==> src/rtl/group_cla_adder.sv <==
// ---------------------------------------------------------------------------
// group_cla_adder
//
// Multi-cycle adder/subtractor. A WIDTH-bit operation is split into
// N = WIDTH/GROUP_W groups. One group is evaluated per clock with a small
// carry-lookahead network, and the group carry-out is registered and fed to
// the next group. Wide operands therefore never build a long combinational
// carry chain.
//
// Parameters
//   WIDTH    operand/result width, positive multiple of GROUP_W
//   GROUP_W  bits evaluated per clock
//
// Ports
//   clk_i     clock, all state changes on the rising edge
//   rst_i     synchronous active-high reset
//   start_i   request, accepted when busy_o is low
//   sub_i     0: A+B+C0, 1: A+~B+1 (C0 ignored); sampled at accept
//   A_i, B_i  operands, sampled at accept
//   C0_i      carry-in for add, sampled at accept
//   busy_o    operation in progress
//   done_o    one-cycle pulse, results valid
//   F_o       registered result
//   C_out_o   carry out of the MSB (for subtract: 1 = no borrow)
//   OF_o      signed overflow (carry into MSB xor carry out of MSB)
//   ZF_o      result is zero
// ---------------------------------------------------------------------------
module group_cla_adder #(
  parameter int WIDTH   = 32,
  parameter int GROUP_W = 4
) (
  input  logic             clk_i,
  input  logic             rst_i,
  input  logic             start_i,
  input  logic             sub_i,
  input  logic [WIDTH-1:0] A_i,
  input  logic [WIDTH-1:0] B_i,
  input  logic             C0_i,
  output logic             busy_o,
  output logic             done_o,
  output logic [WIDTH-1:0] F_o,
  output logic             C_out_o,
  output logic             OF_o,
  output logic             ZF_o
);

  localparam int N  = WIDTH / GROUP_W;
  localparam int CW = (N > 1) ? $clog2(N) : 1;
  localparam logic [CW-1:0] LAST = CW'(N - 1);

  typedef enum logic [1:0] {
    IDLE,
    CALC,
    DONE
  } state_t;

  state_t             state_q, state_d;
  logic [CW-1:0]      cnt_q, cnt_d;
  logic [WIDTH-1:0]   a_q, a_d;
  logic [WIDTH-1:0]   b_q, b_d;
  logic [WIDTH-1:0]   sum_q, sum_d;
  logic [WIDTH-1:0]   F_q, F_d;
  logic               carry_q, carry_d;
  logic               cOut_q, cOut_d;
  logic               of_q, of_d;
  logic               zf_q, zf_d;

  int                 grpBase;
  logic [GROUP_W-1:0] grpA, grpB, grpG, grpP, grpSum;
  logic [GROUP_W:0]   grpC;
  logic               lookTerm, lookProd;
  logic               accept;

  // Group slice selection and in-group lookahead. Each carry is expanded as
  // G[i] | P[i]G[i-1] | ... | P[i..0]c0 so the group carries are flat
  // sum-of-products terms of the registered carry, not a ripple.
  always_comb begin
    grpBase  = int'(cnt_q) * GROUP_W;
    grpA     = a_q[grpBase +: GROUP_W];
    grpB     = b_q[grpBase +: GROUP_W];
    grpG     = grpA & grpB;
    grpP     = grpA | grpB;
    grpC     = '0;
    grpC[0]  = carry_q;
    lookTerm = 1'b0;
    lookProd = 1'b0;
    for (int i = 0; i < GROUP_W; i++) begin
      lookTerm = grpG[i];
      lookProd = grpP[i];
      for (int j = i - 1; j >= 0; j--) begin
        lookTerm = lookTerm | (lookProd & grpG[j]);
        lookProd = lookProd & grpP[j];
      end
      grpC[i+1] = lookTerm | (lookProd & carry_q);
    end
    grpSum = grpA ^ grpB ^ grpC[GROUP_W-1:0];
  end

  // Next-state and datapath update. A new request is accepted from IDLE or
  // from the single DONE cycle, which gives back-to-back operation when
  // start is held. Visible outputs are only loaded on the last group.
  always_comb begin
    state_d = state_q;
    cnt_d   = cnt_q;
    a_d     = a_q;
    b_d     = b_q;
    sum_d   = sum_q;
    carry_d = carry_q;
    F_d     = F_q;
    cOut_d  = cOut_q;
    of_d    = of_q;
    zf_d    = zf_q;
    accept  = start_i && (state_q != CALC);

    case (state_q)
      IDLE: begin
        state_d = IDLE;
      end
      CALC: begin
        sum_d[grpBase +: GROUP_W] = grpSum;
        carry_d = grpC[GROUP_W];
        cnt_d   = cnt_q + CW'(1);
        if (cnt_q == LAST) begin
          state_d = DONE;
          F_d     = sum_d;
          cOut_d  = grpC[GROUP_W];
          of_d    = grpC[GROUP_W] ^ grpC[GROUP_W-1];
          zf_d    = (sum_d == '0);
        end
      end
      DONE: begin
        state_d = IDLE;
      end
      default: begin
        state_d = IDLE;
      end
    endcase

    // Subtract is A + ~B + 1: invert B at load and force the carry-in.
    if (accept) begin
      state_d = CALC;
      cnt_d   = '0;
      a_d     = A_i;
      b_d     = sub_i ? ~B_i : B_i;
      carry_d = sub_i | C0_i;
    end
  end

  // State and datapath registers with synchronous reset taking priority.
  always_ff @(posedge clk_i) begin
    if (rst_i) begin
      state_q <= IDLE;
      cnt_q   <= '0;
      a_q     <= '0;
      b_q     <= '0;
      sum_q   <= '0;
      carry_q <= 1'b0;
      F_q     <= '0;
      cOut_q  <= 1'b0;
      of_q    <= 1'b0;
      zf_q    <= 1'b0;
    end else begin
      state_q <= state_d;
      cnt_q   <= cnt_d;
      a_q     <= a_d;
      b_q     <= b_d;
      sum_q   <= sum_d;
      carry_q <= carry_d;
      F_q     <= F_d;
      cOut_q  <= cOut_d;
      of_q    <= of_d;
      zf_q    <= zf_d;
    end
  end

  assign busy_o  = (state_q == CALC);
  assign done_o  = (state_q == DONE);
  assign F_o     = F_q;
  assign C_out_o = cOut_q;
  assign OF_o    = of_q;
  assign ZF_o    = zf_q;

endmodule
==> config.mk <==
export PLATFORM = sky130hd
export DESIGN_NAME = group_cla_adder
export DESIGN_NICKNAME = d
export VERILOG_FILES = /design/src/rtl/group_cla_adder.sv
export SDC_FILE = /design/constraint.sdc
export NUM_CORES = 1
export LEC_CHECK = 0
export CORE_ASPECT_RATIO = 0.8
export CORE_UTILIZATION = 60
export CTS_BUF_LIST = sky130_fd_sc_hd__clkbuf_8
export CTS_CLUSTER_SIZE = 16
export DETAILED_ROUTE_END_ITERATION = 16
export PLACE_DENSITY = 0.94
export SYNTH_ARGS = -nofsm -noshare
export SYNTH_HDL_FRONTEND = slang
export SYNTH_SLANG_ARGS = --single-unit
==> constraint.sdc <==
create_clock -name clk_i -period 8.3 [get_ports clk_i]
set_clock_uncertainty 0.05 [all_clocks]
set_input_delay 2.075 -clock clk_i [delete_from_list [all_inputs] [get_ports clk_i]]
set_output_delay 2.075 -clock clk_i [all_outputs]
set_load 0.02 [all_outputs]
==> Word-level counts from Yosys, hierarchy flattened <==
Index checks and enable logic that the tools add are counted.
W data, S select, Z words.
{ "totals": {"register_bits": 137, "inputBits": 69, "out_inout_bits": 37, "word_cells": 69} }
{ "op_classes": {"n_addsub": 2, "eq_ne": 5, "shift": 4, "muxes": 7, "bitwise_logic": 34, "n_reduce_logical": 6} }
{ "ops": {"columns": ["cell", "n"], "rows": [
  ["$shiftx A32 B6 Y4", 2],
  ["$neg A5 Y33", 1],
  ["$shift A4 B33 Y32 const A", 1],
  ["$shiftx A4 B33 Y32", 1],
  ["$bwmux W32", 1],
  ["$logic_not A32 Y1", 1],
  ["$mux W32", 1],
  ["$not A32 Y32", 1],
  ["$and A1 B1 Y1", 16],
  ["$or A1 B1 Y1", 11],
  ["$xor A4 B4 Y4", 2],
  ["$mux W1", 5],
  ["$and A4 B4 Y4", 1],
  ["$or A4 B4 Y4", 1],
  ["$add A3 B1 Y3 const B", 1],
  ["$eq A3 B3 Y1 const B", 1],
  ["$ne A3 B1 Y1 const B", 1],
  ["$reduce_or A3 Y1", 1],
  ["$eq A2 B1 Y1 const B", 1],
  ["$eq A2 B2 Y1 const B", 1],
  ["$ne A2 B1 Y1 const B", 1],
  ["$reduce_and A2 Y1", 1],
  ["$reduce_bool A2 Y1", 1],
  ["$reduce_or A2 Y1", 1],
  ["3 further kinds", 3]
]} }

==> Longest topological paths before layout <==
Gate-level depths: netlist of run 1.
{ "logic_depth": {"word_depth": 10, "depth_mapped": 14, "mapped_depth_nobuf": 11} }

==> Worst setup path after synthesis of run 1 <==
OpenSTA, ideal clock, no wires.
{ "synth_timing": {"path_kind": "flip-flop to flip-flop", "startpoint": "register cnt_q[0]", "endpoint": "register zf_q (netlist: ZF_o)", "setup_time_ns": 0.084, "arrival_time_ns": 4.072, "required_ns": 8.166, "path_slack_ns": 4.094, "stages_incl_launch_ff": 15, "n_path_buf": 3, "period_less_slack_ns": 4.206, "path_cell_list": "dfxtp_1 -> buf_6 -> buf_2 -> buf_1 -> mux4_2 -> nand2_1 -> and2_1 -> inv_1 -> fa_1 -> xnor2_1 -> nor3_1 -> a21oi_1 -> o311ai_0 -> or4_1 -> o31ai_2"} }
{ "synth_between": {"elab_chain_len": 10, "word_cells_on_any_way": 28, "classes_between": "add/sub (1); eq/ne (1); shift (4); mux (1); bitwise (19); reduce/logical (2)"} }
{ "synth_rtl": {"columns": ["element", "line_no", "text"], "rows": [
  ["start, declared", "58", "logic [CW-1:0] cnt_q, cnt_d;"],
  ["start signal, assigned", "164", "cnt_q <= cnt_d;"],
  ["$shiftx A32 B6 Y4 (on tied branches)", "79, 80", null],
  ["$or A4 B4 Y4 / $and A4 B4 Y4 (equally long branches)", "82, 81", null],
  ["$and A1 B1 Y1 (on tied branches)", "91, 92", null],
  ["$or A1 B1 Y1, or another cell as far along", "91", "lookTerm = lookTerm | (lookProd & grpG[j]);"],
  ["$or A1 B1 Y1 / $and A1 B1 Y1 (equally long branches)", "91, 94", null],
  ["$or A1 B1 Y1", "94", "grpC[i+1] = lookTerm | (lookProd & carry_q);"],
  ["$xor A4 B4 Y4", "96", "grpSum = grpA ^ grpB ^ grpC[GROUP_W-1:0];"],
  ["$shiftx A4 B33 Y32", "120", "sum_d[grpBase +: GROUP_W] = grpSum;"],
  ["$bwmux W32", "120", null],
  ["$logic_not A32 Y1", "128", "zf_d = (sum_d == '0);"],
  ["end signal, assigned", "172", "zf_q <= zf_d;"],
  ["end, declared", "66", "logic zf_q, zf_d;"]
]} }
Parallel ways exist; a longest one is shown, timed or not.
A chain may end at the register's enable or synchronous reset.

==> Worst setup path after layout of run 1 <==
{ "layout_timing": {"startpoint": "register state_q[1]", "endpoint": "output busy_o"} }
{ "layout_between": {"elab_chain_len": 1} }
{ "layout_rtl": {"columns": ["element", "line_no", "text"], "rows": [
  ["start, declared", "57", "state_t state_q, state_d;"],
  ["start signal, assigned", "163", "state_q <= state_d;"],
  ["$eq A2 B1 Y1", "176", "assign busy_o = (state_q == CALC);"],
  ["end, declared", "39", "output logic busy_o,"]
]} }
No other way between the ends.

==> results.cfg, run 1 <==
[die]
ios = 106
num_rows = 33
die_w_um = 117
dieArea_mm2 = 0.0111
coreArea_mm2 = 0.0103
chipHeight_um = 94.3
initial_core_util_pct = 61.9

[worst_setup_path]
path_buf_inv = 2
path_class = reg -> out
r2r_cells = 12
r2r-end = ZF_o$_SDFFE_PP0P_
crit_path_end_kind = output port
reg2reg_slack_ps = 3760
max_stage_delay_ps = 770
cp.arrival_ps = 2660
start_kind = flip-flop
critPathMaxFanout = 54
r2r_start = cnt_q[0]$_SDFFE_PP0P_
path_cells = nand2b_1 -> inv_2 -> clkdlybuf4s50_1
cp.required_ps = 6180
cp_top_family = buffers and inverters
crit_path_top_delay_cell = inv_2

[route]
wl_met3_um = 1230
met2WireLength_um = 7470
wl_per_cell_um = 16.3
via_count = 5717
met1Wirelength_um = 6690
drc = 0
top_layer = met4
totalWireLength_um = 15800
drt_iter0_markers = 579
drtAntennaViolNets = 0
viasPerCell = 5.90
firstDrtPassIters = 5

[clocking]
clock_sinks = 137
cts-root-buf = clkbuf_8
clock_latency_ps = 440
clkTransAtPathRegs_ps = 70
cts_setup_buffers = 0
clock_path_buffers = 2
cts_tree = done
cts_resized = 0
ctsHtreeMaxLevel = 4
ctsHoldBuffers = 0
cts_buffers = 17

[min_path]
hold_class = reg -> reg
min_path_cells = 2
hp-start = F_o[2]$_SDFFE_PP0P_
holdPathEnd = F_o[2]$_SDFFE_PP0P_

[sta]
fmax_ghz = 0.209
slew_headroom_pct = 28.1
fin_crit_sh_pct = 57.7
hold_viol_final = 0
final.min_clock_period_ps = 4790
drv_slew = 0
setup_viol = 0
fin_setup_tns_ps = 0
rsz0062_at_grt = false
worst_hold_slack_ps = 405
worst_slew_pin_slew_ps = 1060

[global_route]
grtUsageTotal_pct = 29.3
antenna_found_initial = 0
grt_pass1_vias = 5544
grt_max_degree = 104
grt_pass1_wl_um = 25800
gr-total-overflow = 0

[status]
run_status = complete, no violations

[layout]
areaGrowthSynthToFinish_pct = 21.9
fin_area_mm2 = 0.00779
drive_gt1_share_pct = 7.48
multi_input_area_mm2 = 0.00338
fillers = 697
nNetsFinal = 903
antenna_cells = 0
seqCellArea_mm2 = 0.00274

[yosys]
yosys_warnings = 0
ys_seq_area_share_pct = 42.9
syn_area_per_cell_um2 = 8.61
ys_top_cells_by_count = 137 x dfxtp_1, 127 x nand2_1, 92 x nor2_1
synth-edff-count = 0
async_flop_share_pct = 0
synth_seq_cells = 137
synth_ff_type = dfxtp_1
synthTopCellsByArea = dfxtp_1 43%, nand2_1 7.5%, a211oi_1 6.6%
syn-num-nets = 828
synth_top_area_share_pct = 42.9
yosys.area.top_type = dfxtp_1
synth_most_common_cell = dfxtp_1
netlist_area_mm2 = 0.00639
synthDistinctLibCells = 53
synth_cells = 742

[power_and_ir_drop]
power.density_mw_per_mm2 = 187
vdd_drop_max_mv = 0.0966
power.leakage_nw = 2.86

[placed_design]
place_area_mm2 = 0.00743
hpwl_um = 10800
place.port_buffers = 105
globalplace.congestion = 0.915

[run]
drv_cap = 0
stage by stage:
step | worst slack, ps | utilization, % | instances | power, mW
floorplan | 4090 | - | 742 | 0.881
global route | 3430 | 75.4 | 969 | 1.51
global placement | 3500 | 72.0 | 938 | 0.945
CTS | 3560 | 75.4 | 969 | 1.45
detailed placement | 3430 | 72.0 | 938 | 0.958
finish | 3510 | 75.4 | 969 | 1.46
flip-flops by register name (all words and copies together) (netlist names):
signal   count
state_q      2
cnt_q        3
ZF_o         1
F_o         32
a_q         32
b_q         32
sum_q       32
C_out_o      1
OF_o         1
carry_q      1
metal layers:
| metal | vias up | global-route usage [%] |
|---|---|---|
| met1 | 2661 | 35.6 |
| met4 | 0 | 12.9 |
| met2 | 273 | 50.0 |
| met5 | - | 0 |
| li1 | 2730 | - |
| met3 | 53 | 6.86 |
cell type report:
cell class                      count  share of cell area, %
Clock inverter                     14                   1.54
Sequential cell                   137                   35.2
Clock buffer                       17                   3.00
Multi-Input combinational cell    536                   43.4
Tap cell                          140                   2.25
Timing Repair Buffer              111                   13.9
Inverter                           14                  0.675
report_power, final:
group	switching (mW)	internal, mW	leakage [nW]
Sequential	0.0190	0.690	1.12
Clock	0.251	0.257	0.201
Combinational	0.137	0.106	1.54
Total	0.406	1.05	2.86
logic make-up (layout without fill, tap and decap cells):
family	count (synthesis)	in the layout	share of synthesized area, %
and+or+nand+nor	269	269	18.0
AOI/OAI and AO/OA	188	188	19.2
DFF	137	137	42.9
buffers and inverters	69	156	4.33
xor gates and xnor gates	37	37	5.07
muxes	25	25	7.07
adders and majority gates	17	17	3.45
tightest hold or removal path, stage by stage, from the launching register on:
cell,delay [ps]
dfxtp_1,330
nand2_1,40
o21ai_0,50
worst max path at each step:
| stage | startpoint | endpoint | slack (ps) | cells after the start |
|---|---|---|---|---|
| floorplan | cnt_q[0]$_SDFFE_PP0P_ | ZF_o$_SDFFE_PP0P_ | 4090 | 14 |
| global placement | rst_i | ZF_o$_SDFFE_PP0P_ | 3500 | 7 |
| detailed placement | rst_i | ZF_o$_SDFFE_PP0P_ | 3430 | 7 |
| CTS | state_q[1]$_SDFFE_PP0P_ | busy_o | 3560 | 3 |
| global route | state_q[1]$_SDFFE_PP0P_ | busy_o | 3430 | 3 |
| finish | state_q[1]$_SDFFE_PP0P_ | busy_o | 3510 | 3 |
placed cells by master (no fill, tap or decap), types with 3 or more instances in the layout:
cell type	synthesis	routed
dfxtp_1	137	137
nand2_1	127	127
clkdlybuf4s50_1	0	103
nor2_1	92	92
a21oi_1	58	57
a211oi_1	56	56
o21ai_0	37	37
xnor2_1	35	35
inv_1	12	17
clkbuf_8	0	17
mux4_2	16	16
ha_1	16	16
and2_1	10	9
nor3_1	9	9
a22oi_1	9	9
nor2b_1	8	8
mux2i_1	8	8
buf_4	0	6
nand3b_1	5	5
clkinv_2	0	5
a22o_1	4	4
o211ai_1	3	3
o31a_1	3	3
Note: power is estimated with default switching activity, not from simulation.
==> inputs of run 2 (changes only) <==
--- a/config.mk
+++ b/config.mk
@@ -6,11 +6,11 @@
 export NUM_CORES = 1
 export LEC_CHECK = 0
 export CORE_ASPECT_RATIO = 0.8
-export CORE_UTILIZATION = 60
+export CORE_UTILIZATION = 55
 export CTS_BUF_LIST = sky130_fd_sc_hd__clkbuf_8
 export CTS_CLUSTER_SIZE = 16
 export DETAILED_ROUTE_END_ITERATION = 16
-export PLACE_DENSITY = 0.94
+export PLACE_DENSITY = 0.88
 export SYNTH_ARGS = -nofsm -noshare
 export SYNTH_HDL_FRONTEND = slang
 export SYNTH_SLANG_ARGS = --single-unit
==> constraint.sdc (replaced) <==
create_clock -name clk_i -period 4.7 [get_ports clk_i]
set_clock_uncertainty 0.05 [all_clocks]
set_input_delay 1.175 -clock clk_i [delete_from_list [all_inputs] [get_ports clk_i]]
set_output_delay 1.175 -clock clk_i [all_outputs]
set_load 0.02 [all_outputs]
==> run 2 against run 1 <==
  * Clock power rose by 82%
  * Sequential cell count did not move
  * Final area rose by 0.92%
  * Critical path depth rose by 9
  * Power rose by 79%
  * Non-clock buffer count rose by 4
  * Routed wire length rose by 3.8%
  * Critical endpoint is now ZF_o$_SDFFE_PP0P_
  * Highest routed layer unchanged
==> results.cfg, run 2 (synthesized netlist as in run 1, its figures left out) <==
[worst_setup_path]
max_stage_delay_ps = 740
path_cells = buf_4 -> mux4_2 -> nand2_1 -> and2_1 -> inv_1 -> fa_1 -> nor4bb_1 -> mux2i_1 -> o311a_1 -> o311ai_0 -> or4_1 -> o31ai_2
r2r_start = cnt_q[0]$_SDFFE_PP0P_
startpoint = cnt_q[0]$_SDFFE_PP0P_
path_class = reg -> reg
crit_path_end_kind = flip-flop
reg2reg_slack_ps = 690
r2r-end = ZF_o$_SDFFE_PP0P_
cp.required_ps = 5010
r2r_cells = 12
endpoint = ZF_o$_SDFFE_PP0P_
cp.arrival_ps = 4330
crit_path_top_delay_cell = dfxtp_1
start_kind = flip-flop
critPathMaxFanout = 10

[placed_design]
place_area_mm2 = 0.00748
globalplace.congestion = 0.913
place.port_buffers = 105
dpl.cell_count = 946
hpwl_um = 11600

[layout]
final_cells = 977
antenna_cells = 0
final_core_utilization_pct = 70.8
seqCellArea_mm2 = 0.00274
nNetsFinal = 907
fillers = 820
fin_area_mm2 = 0.00786
final_common_cell = dfxtp_1
areaGrowthSynthToFinish_pct = 23.0
drive_gt1_share_pct = 8.16
mostFrequentLayoutCells = 137 x dfxtp_1, 127 x nand2_1, 103 x clkdlybuf4s50_1
multi_input_area_mm2 = 0.00338

[clocking]
cts_setup_buffers = 0
ctsHtreeMaxLevel = 4
clock_latency_ps = 450
cts_tree = done
clock_path_buffers = 2
cts_buffers = 17
cts-root-buf = clkbuf_8
clkTransAtPathRegs_ps = 70
clock_sinks = 137
ctsHoldBuffers = 0
cts_resized = 0

[sta]
slew_headroom_pct = 26.4
fmax_ghz = 0.249
final.min_clock_period_ps = 4010
worst_hold_slack_ps = 406
fin_setup_tns_ps = 0
hold_viol_final = 0
setup_viol = 0
fin_crit_sh_pct = 85.4
worst_slew_pin_slew_ps = 1100
rsz0062_at_grt = false
drv_slew = 0

[route]
drt_iter0_markers = 498
wl_per_cell_um = 16.8
totalWireLength_um = 16400
drc = 0
viasPerCell = 5.77
firstDrtPassIters = 6
drtAntennaViolNets = 0
via_count = 5639

[die]
coreArea_mm2 = 0.0111
ios = 106
chipHeight_um = 98.4
initial_core_util_pct = 57.6
num_rows = 34
dieArea_mm2 = 0.0121
die_w_um = 123

[run]
drv_cap = 0

[power_and_ir_drop]
switchingPower_mw = 0.720
combPwrFrac_pct = 16.3
power.share.clock_pct = 35.5
p_int_mw = 1.89
vdd_drop_max_mv = 0.181
power.leakage_nw = 2.89
power_frac_seq_pct = 48.3
swShare_pct = 27.6
power.density_mw_per_mm2 = 332

[global_route]
grtUsageTotal_pct = 28.9
gr-total-overflow = 0
grt_pass1_vias = 5479
antenna_found_initial = 0
grt_max_degree = 103
grt_pass1_wl_um = 27100

[status]
run_status = complete, no violations

[min_path]
hold_class = reg -> reg
run 2: per-layer routing:
layer | track usage [%] | vias to the layer above | part of all wire (%)
met5 | 0 | - | 0
met3 | 8.00 | 20 | 8.1
met4 | 7.60 | 0 | 1.2
met1 | 40.4 | 2619 | 46
met2 | 43.7 | 260 | 45
li1 | - | 2740 | -
run 2: worst min path at each step:
stage,from,end,cells after the start,slack (ps)
2_1_floorplan,sum_q[29]$_SDFFE_PP0P_,sum_q[29]$_SDFFE_PP0P_,2,380
3_3_place_gp,F_o[17]$_SDFFE_PP0P_,F_o[17]$_SDFFE_PP0P_,2,380
3_5_place_dp,F_o[13]$_SDFFE_PP0P_,F_o[13]$_SDFFE_PP0P_,2,390
4_1_cts,a_q[15]$_SDFFE_PP0P_,a_q[15]$_SDFFE_PP0P_,2,400
5_1_grt,C_out_o$_SDFFE_PP0P_,C_out_o$_SDFFE_PP0P_,2,430
6_report,a_q[15]$_SDFFE_PP0P_,a_q[15]$_SDFFE_PP0P_,2,410
run 2: worst max-delay path: cells and delay by family (launching register included):
kind	cells	cell delay (ps)
AO/OA/AOI/OAI	3	490
flip-flops	1	740
adder cells (fa/ha/maj)	1	530
multiplexers	2	800
buffers and inverters	2	400
AND/OR/NAND/NOR	4	900
run 2: final cells by class:
type / count / share of cell area [%]
inverters: 14 / 0.669
multi-input cells: 536 / 43.0
flip-flops and latches: 137 / 34.9
clock inverters: 9 / 0.955
well taps: 144 / 2.29
clock buffers: 22 / 3.85
repair buffers: 115 / 14.4
run 2: power by group through the flow:
stage	clock network (mW)	registers (mW)	logic, mW
2_1_floorplan	0	1.27	0.288
3_3_place_gp	0	1.28	0.403
3_5_place_dp	0	1.28	0.416
4_1_cts	0.924	1.26	0.419
5_1_grt	0.974	1.26	0.464
6_report	0.925	1.26	0.424
run 2: per-stage QoR:
step	setup WS, ps	total power [mW]
2_1_floorplan	494	1.55
3_3_place_gp	865	1.68
3_5_place_dp	723	1.70
4_1_cts	706	2.60
5_1_grt	413	2.70
6_report	687	2.61
==> inputs of run 3 (changes only) <==
--- a/config.mk
+++ b/config.mk
@@ -5,7 +5,8 @@
 export SDC_FILE = /design/constraint.sdc
 export NUM_CORES = 1
 export LEC_CHECK = 0
-export CORE_ASPECT_RATIO = 0.8
+export ABC_AREA = 0
+export CORE_MARGIN = 5
 export CORE_UTILIZATION = 55
 export CTS_BUF_LIST = sky130_fd_sc_hd__clkbuf_8
 export CTS_CLUSTER_SIZE = 16
==> run 3 against run 2 <==
  * Routed wire length decreased by 4.1%
  * Non-clock buffer count decreased by 1
  * Maximum frequency increased by 8.9%
  * First-iteration DRC count increased by 5.8%
  * Via count decreased by 0.89%
  * Final cell count decreased by 0.10%
  * Die area increased by 15%
  * Hold slack improved by 1.8 ps
  * Power increased by 1.3%
  * Sequential share of layout area about the same
  * Worst setup slack improved by 330 ps
  * Sequential cell count unchanged
  * Largest power group unchanged
==> results.cfg, run 3 (synthesized netlist as in run 1, its figures left out) <==
[clocking]
cts_setup_buffers = 0
cts_tree = done
clock_latency_ps = 460
clock_sinks = 137
cts_buffers = 17
ctsHtreeMaxLevel = 4
clkTransAtPathRegs_ps = 80
ctsHoldBuffers = 0
clock_path_buffers = 2
cts-root-buf = clkbuf_8
cts_resized = 0

[route]
viasPerCell = 5.73
drtAntennaViolNets = 0
drt_iter0_markers = 527
wl_per_cell_um = 16.1
drc = 0
firstDrtPassIters = 6
via_count = 5589
totalWireLength_um = 15700

[power_and_ir_drop]
power.leakage_nw = 2.87
power.density_mw_per_mm2 = 336
power_mw = 2.64
vdd_drop_max_mv = 0.240

[layout]
drive_gt1_share_pct = 8.40
final_common_cell = dfxtp_1
final_cells = 976
mostFrequentLayoutCells = 136 x dfxtp_1, 127 x nand2_1, 103 x clkdlybuf4s50_1
final_core_utilization_pct = 68.8
antenna_cells = 0
fillers = 923
areaGrowthSynthToFinish_pct = 23.0
nNetsFinal = 906

[sta]
final.min_clock_period_ps = 3680
slew_headroom_pct = 26.5
fmax_ghz = 0.271
rsz0062_at_grt = false
fin_crit_sh_pct = 78.4
setup_viol = 0
fin_setup_tns_ps = 0
fin_ws_ps = 1020
drv_slew = 0
worst_slew_pin_slew_ps = 1090
hold_viol_final = 0

[global_route]
gr-usage-met2_pct = 38.1
grt_max_degree = 103
grt_use_met3_pct = 6.30
gr-total-overflow = 0
gr-usage-met1_pct = 27.0
grt_pass1_vias = 5600
antenna_found_initial = 0
grt_pass1_wl_um = 26200
grtUsageTotal_pct = 22.6
top_usage_layer = met2

[die]
coreArea_mm2 = 0.0114
chipHeight_um = 118
num_rows = 39
dieArea_mm2 = 0.0139
initial_core_util_pct = 56.0
die_w_um = 118
ios = 106

[placed_design]
place.port_buffers = 105
hpwl_um = 11400
globalplace.congestion = 0.971
dpl.cell_count = 944
dp_slack_ps = 1000

[run]
drv_cap = 0

[worst_setup_path]
start_kind = flip-flop
crit_path_end_kind = flip-flop
cp.required_ps = 5030
path_class = reg -> reg
critPathMaxFanout = 13
r2r_start = cnt_q[1]$_SDFFE_PP0P_
crit_path_top_delay_cell = dfxtp_1
r2r-end = ZF_o$_SDFFE_PP0P_
cp_top_family = simple AND/OR/NAND/NOR gates
reg2reg_slack_ps = 1020
r2r_cells = 13
max_stage_delay_ps = 650
cp.arrival_ps = 4020
critPathMostFrequentCell = buf_4
path_buf_inv = 3
path_cells = buf_4 -> mux4_2 -> nand2_1 -> and2_1 -> inv_1 -> fa_1 -> xnor2_1 -> buf_4 -> nor3_1 -> a21oi_1 -> o311ai_0 -> or4_1 -> o31ai_2

[status]
run_status = complete, no violations

[min_path]
holdPathEnd = F_o[10]$_SDFFE_PP0P_
hold_class = reg -> reg
min_path_cells = 2
hp-start = F_o[10]$_SDFFE_PP0P_
-- run 3: worst register-to-register path: stages (launching register included) --
cell	delay, ps
dfxtp_1	650
buf_4	320
mux4_2	330
nand2_1	80
and2_1	160
inv_1	90
fa_1	420
xnor2_1	170
buf_4	190
nor3_1	70
a21oi_1	240
o311ai_0	160
or4_1	510
o31ai_2	180
-- run 3: where the power goes --
| part | switching (mW) | internal, mW |
|---|---|---|
| Combinational | 0.223 | 0.190 |
| Clock | 0.483 | 0.487 |
| Sequential | 0.0418 | 1.22 |
-- run 3: cell type report --
class                   instances  area (um2)  area share (%)
flip-flops and latches        137        2740            34.9
clock inverters                14         150            1.91
inverters                      14        52.6           0.669
multi-input cells             536        3380            43.0
repair buffers                114        1110            14.1
well taps                     143         179            2.28
clock buffers                  18         248            3.15
-- run 3: per-stage QoR --
stage / instance area [um2] / hold WS, ps
after floorplan: 6390 / 383
after CTS: 7860 / 405
after detailed placement: 7460 / 392
after global placement: 7460 / 385
final: 7860 / 407
after global routing: 7860 / 424
-- run 3: metal layers --
metal / wire length (um) / up-vias
li1: - / 2738
met1: 6390 / 2584
met2: 7900 / 221
met3: 985 / 46
met4: 434 / 0
met5: 0 / -
-- run 3: worst max-delay path by stage --
stage | start | endpoint | slack (ps) | depth (start not counted)
after floorplan | cnt_q[0]$_SDFFE_PP0P_ | ZF_o$_SDFFE_PP0P_ | 490 | 14
after global placement | cnt_q[0]$_SDFFE_PP0P_ | ZF_o$_SDFFE_PP0P_ | 1100 | 12
after CTS | cnt_q[0]$_SDFFE_PP0P_ | ZF_o$_SDFFE_PP0P_ | 1000 | 12
after global routing | cnt_q[0]$_SDFFE_PP0P_ | ZF_o$_SDFFE_PP0P_ | 660 | 10
final | cnt_q[1]$_SDFFE_PP0P_ | ZF_o$_SDFFE_PP0P_ | 1020 | 13
after detailed placement | cnt_q[0]$_SDFFE_PP0P_ | ZF_o$_SDFFE_PP0P_ | 1000 | 12
==> RTL edit (flow settings as in run 2) <==
`GROUP_W`: 4 -> 16.
--- a/src/rtl/group_cla_adder.sv
+++ b/src/rtl/group_cla_adder.sv
@@ -27,7 +27,7 @@
 // ---------------------------------------------------------------------------
 module group_cla_adder #(
   parameter int WIDTH   = 32,
-  parameter int GROUP_W = 4
+  parameter int GROUP_W = 16
 ) (
   input  logic             clk_i,
   input  logic             rst_i,
Formal check against the unedited RTL: not equivalent (Yosys sat finds a counterexample within 4 cycles, from zero or initial values and one cycle with rst_i high).
==> RTL edit against run 2 <==
- setup slack worse by 180 ps
- area after synthesis fell by 6.2%
- highest routed layer unchanged
- critical path type unchanged
- clock power is 21% higher
- sequential cell count shrank 18
- power increased by 5.4%
- design area down 4.2%
- largest cell class unchanged
- routed wire length is 5.5% lower
- fmax is 4.3% lower
- via count is 5.9% lower
==> RTL edit: results (changes against run 2) <==
[outcome]
outcome=finished clean

[power_and_ir_drop]
p_switching_uw=765  ; +6.3%
ir_worst_vdd_mv=0.235  ; +30%
p_leak_nw=3.00  ; +4.0%

[route]
drtIter0Drc=480  ; -3.6%
viasPerCell=5.56  ; -3.6%

[grt]
grt_pass1_vias=5153  ; -5.9%
grt_pass1_wl_mm=25.1  ; -7.4%
track_usage_pct=28.6  ; -0.24 points
grt_max_degree=77  ; -25%

[setup_path]
reg2regPathDepth=11  ; -1
crit_arrival_ps=4520  ; +190 ps
crit_fanout=38  ; +28
worstReg2RegStart=cnt_q$_SDFFE_PP0P_

[yosys]
mappedNetlistNets=824  ; -0.48%
synth_area_leaders=dfxtp_1, nand2_1, a21oi_1, ha_1, mux2i_1
synthTopCellsByCount=nand2_1, dfxtp_1, a21oi_1
netlist_instances=720  ; -3.0%
yosysSeqAreaShare_pct=39.7  ; -3.2 points

[layout]
fin_nets=905  ; -0.22%
n_fill_cell=787  ; -4.0%

[placed_design]
place_congestion=0.924  ; +1.2%
dp_hpwl_mm=11.3  ; -2.4%

[sta]
worstMarginPinSlew_ps=1200  ; +95.2 ps
layout_min_cycle_time_ps=4190  ; +180 ps

RTL edit: cell count changes in the layout (fill, tap and decap cells not counted), sizes merged, moves of 6 or more:
| cell | run 2 | this run |
|---|---|---|
| inv | 16 | 44 |
| dfxtp | 137 | 119 |
| xor2 | 2 | 8 |
| mux4 | 16 | 0 |
| nor2 | 92 | 59 |
| and2 | 10 | 2 |
| a22oi | 10 | 0 |
| nand2 | 127 | 143 |
| a211oi | 56 | 46 |
| ha | 16 | 34 |
| mux2i | 8 | 34 |
| a21oi | 58 | 86 |
| o21ai | 37 | 7 |
RTL edit: layout make-up:
type / instances / area [um^2] / share of cell area (%)
timing repair buffer: 111 / 1090 / 14.5
tap: 140 / 175 / 2.33
sequential: 119 / 2380 / 31.7
clock inverter: 14 / 230 / 3.06
inverter: 41 / 154 / 2.04
clock buffer: 18 / 248 / 3.29
multi-input combinational: 511 / 3250 / 43.2
RTL edit: worst min-delay path by stage:
stage	from	slack, ps	cells after the start	to
after floorplan	a_q[0]$_SDFFE_PP0P_	390	2	a_q[0]$_SDFFE_PP0P_
after global placement	a_q[22]$_SDFFE_PP0P_	400	2	a_q[22]$_SDFFE_PP0P_
after detailed placement	a_q[29]$_SDFFE_PP0P_	400	2	a_q[29]$_SDFFE_PP0P_
after CTS	a_q[29]$_SDFFE_PP0P_	410	2	a_q[29]$_SDFFE_PP0P_
after global routing	F_o[21]$_SDFFE_PP0P_	420	2	F_o[21]$_SDFFE_PP0P_
final	F_o[25]$_SDFFE_PP0P_	400	2	F_o[25]$_SDFFE_PP0P_
RTL edit: critical path, cell delays in order (launching register included):
cell and delay (ps):
dfxtp_2 1110, mux2i_1 400, inv_1 130, ha_1 210, nor2_2 150, a211oi_4 110, a221oi_1 420, a21o_1 200
xor2_1 260, or4b_1 460, or4b_1 480, o21ai_1 130
RTL edit: cell families after synthesis:
family	count (synthesis)	synth area share, %
muxes	34	5.68
xor gates and xnor gates	45	6.57
AOI/OAI and AO/OA	160	17.8
DFF	119	39.7
buffers and inverters	90	6.11
and+or+nand+nor	237	16.7
adders and majority gates	35	7.43
RTL edit: power groups by stage:
stage	clock network [mW]	registers [mW]	logic [mW]
after floorplan	0	1.13	0.336
after global placement	0	1.14	0.482
after detailed placement	0	1.15	0.496
after CTS	1.13	1.13	0.501
after global routing	1.17	1.13	0.552
final	1.12	1.13	0.504
RTL edit: metal layers:
layer  up-vias  track usage [%]  part of all wire, %
met1      2501             34.8                   44
met5         -                0                    0
met3        27             8.13                  6.8
li1       2576                -                    -
met2       205             49.8                   48
met4         0             8.23                  1.3
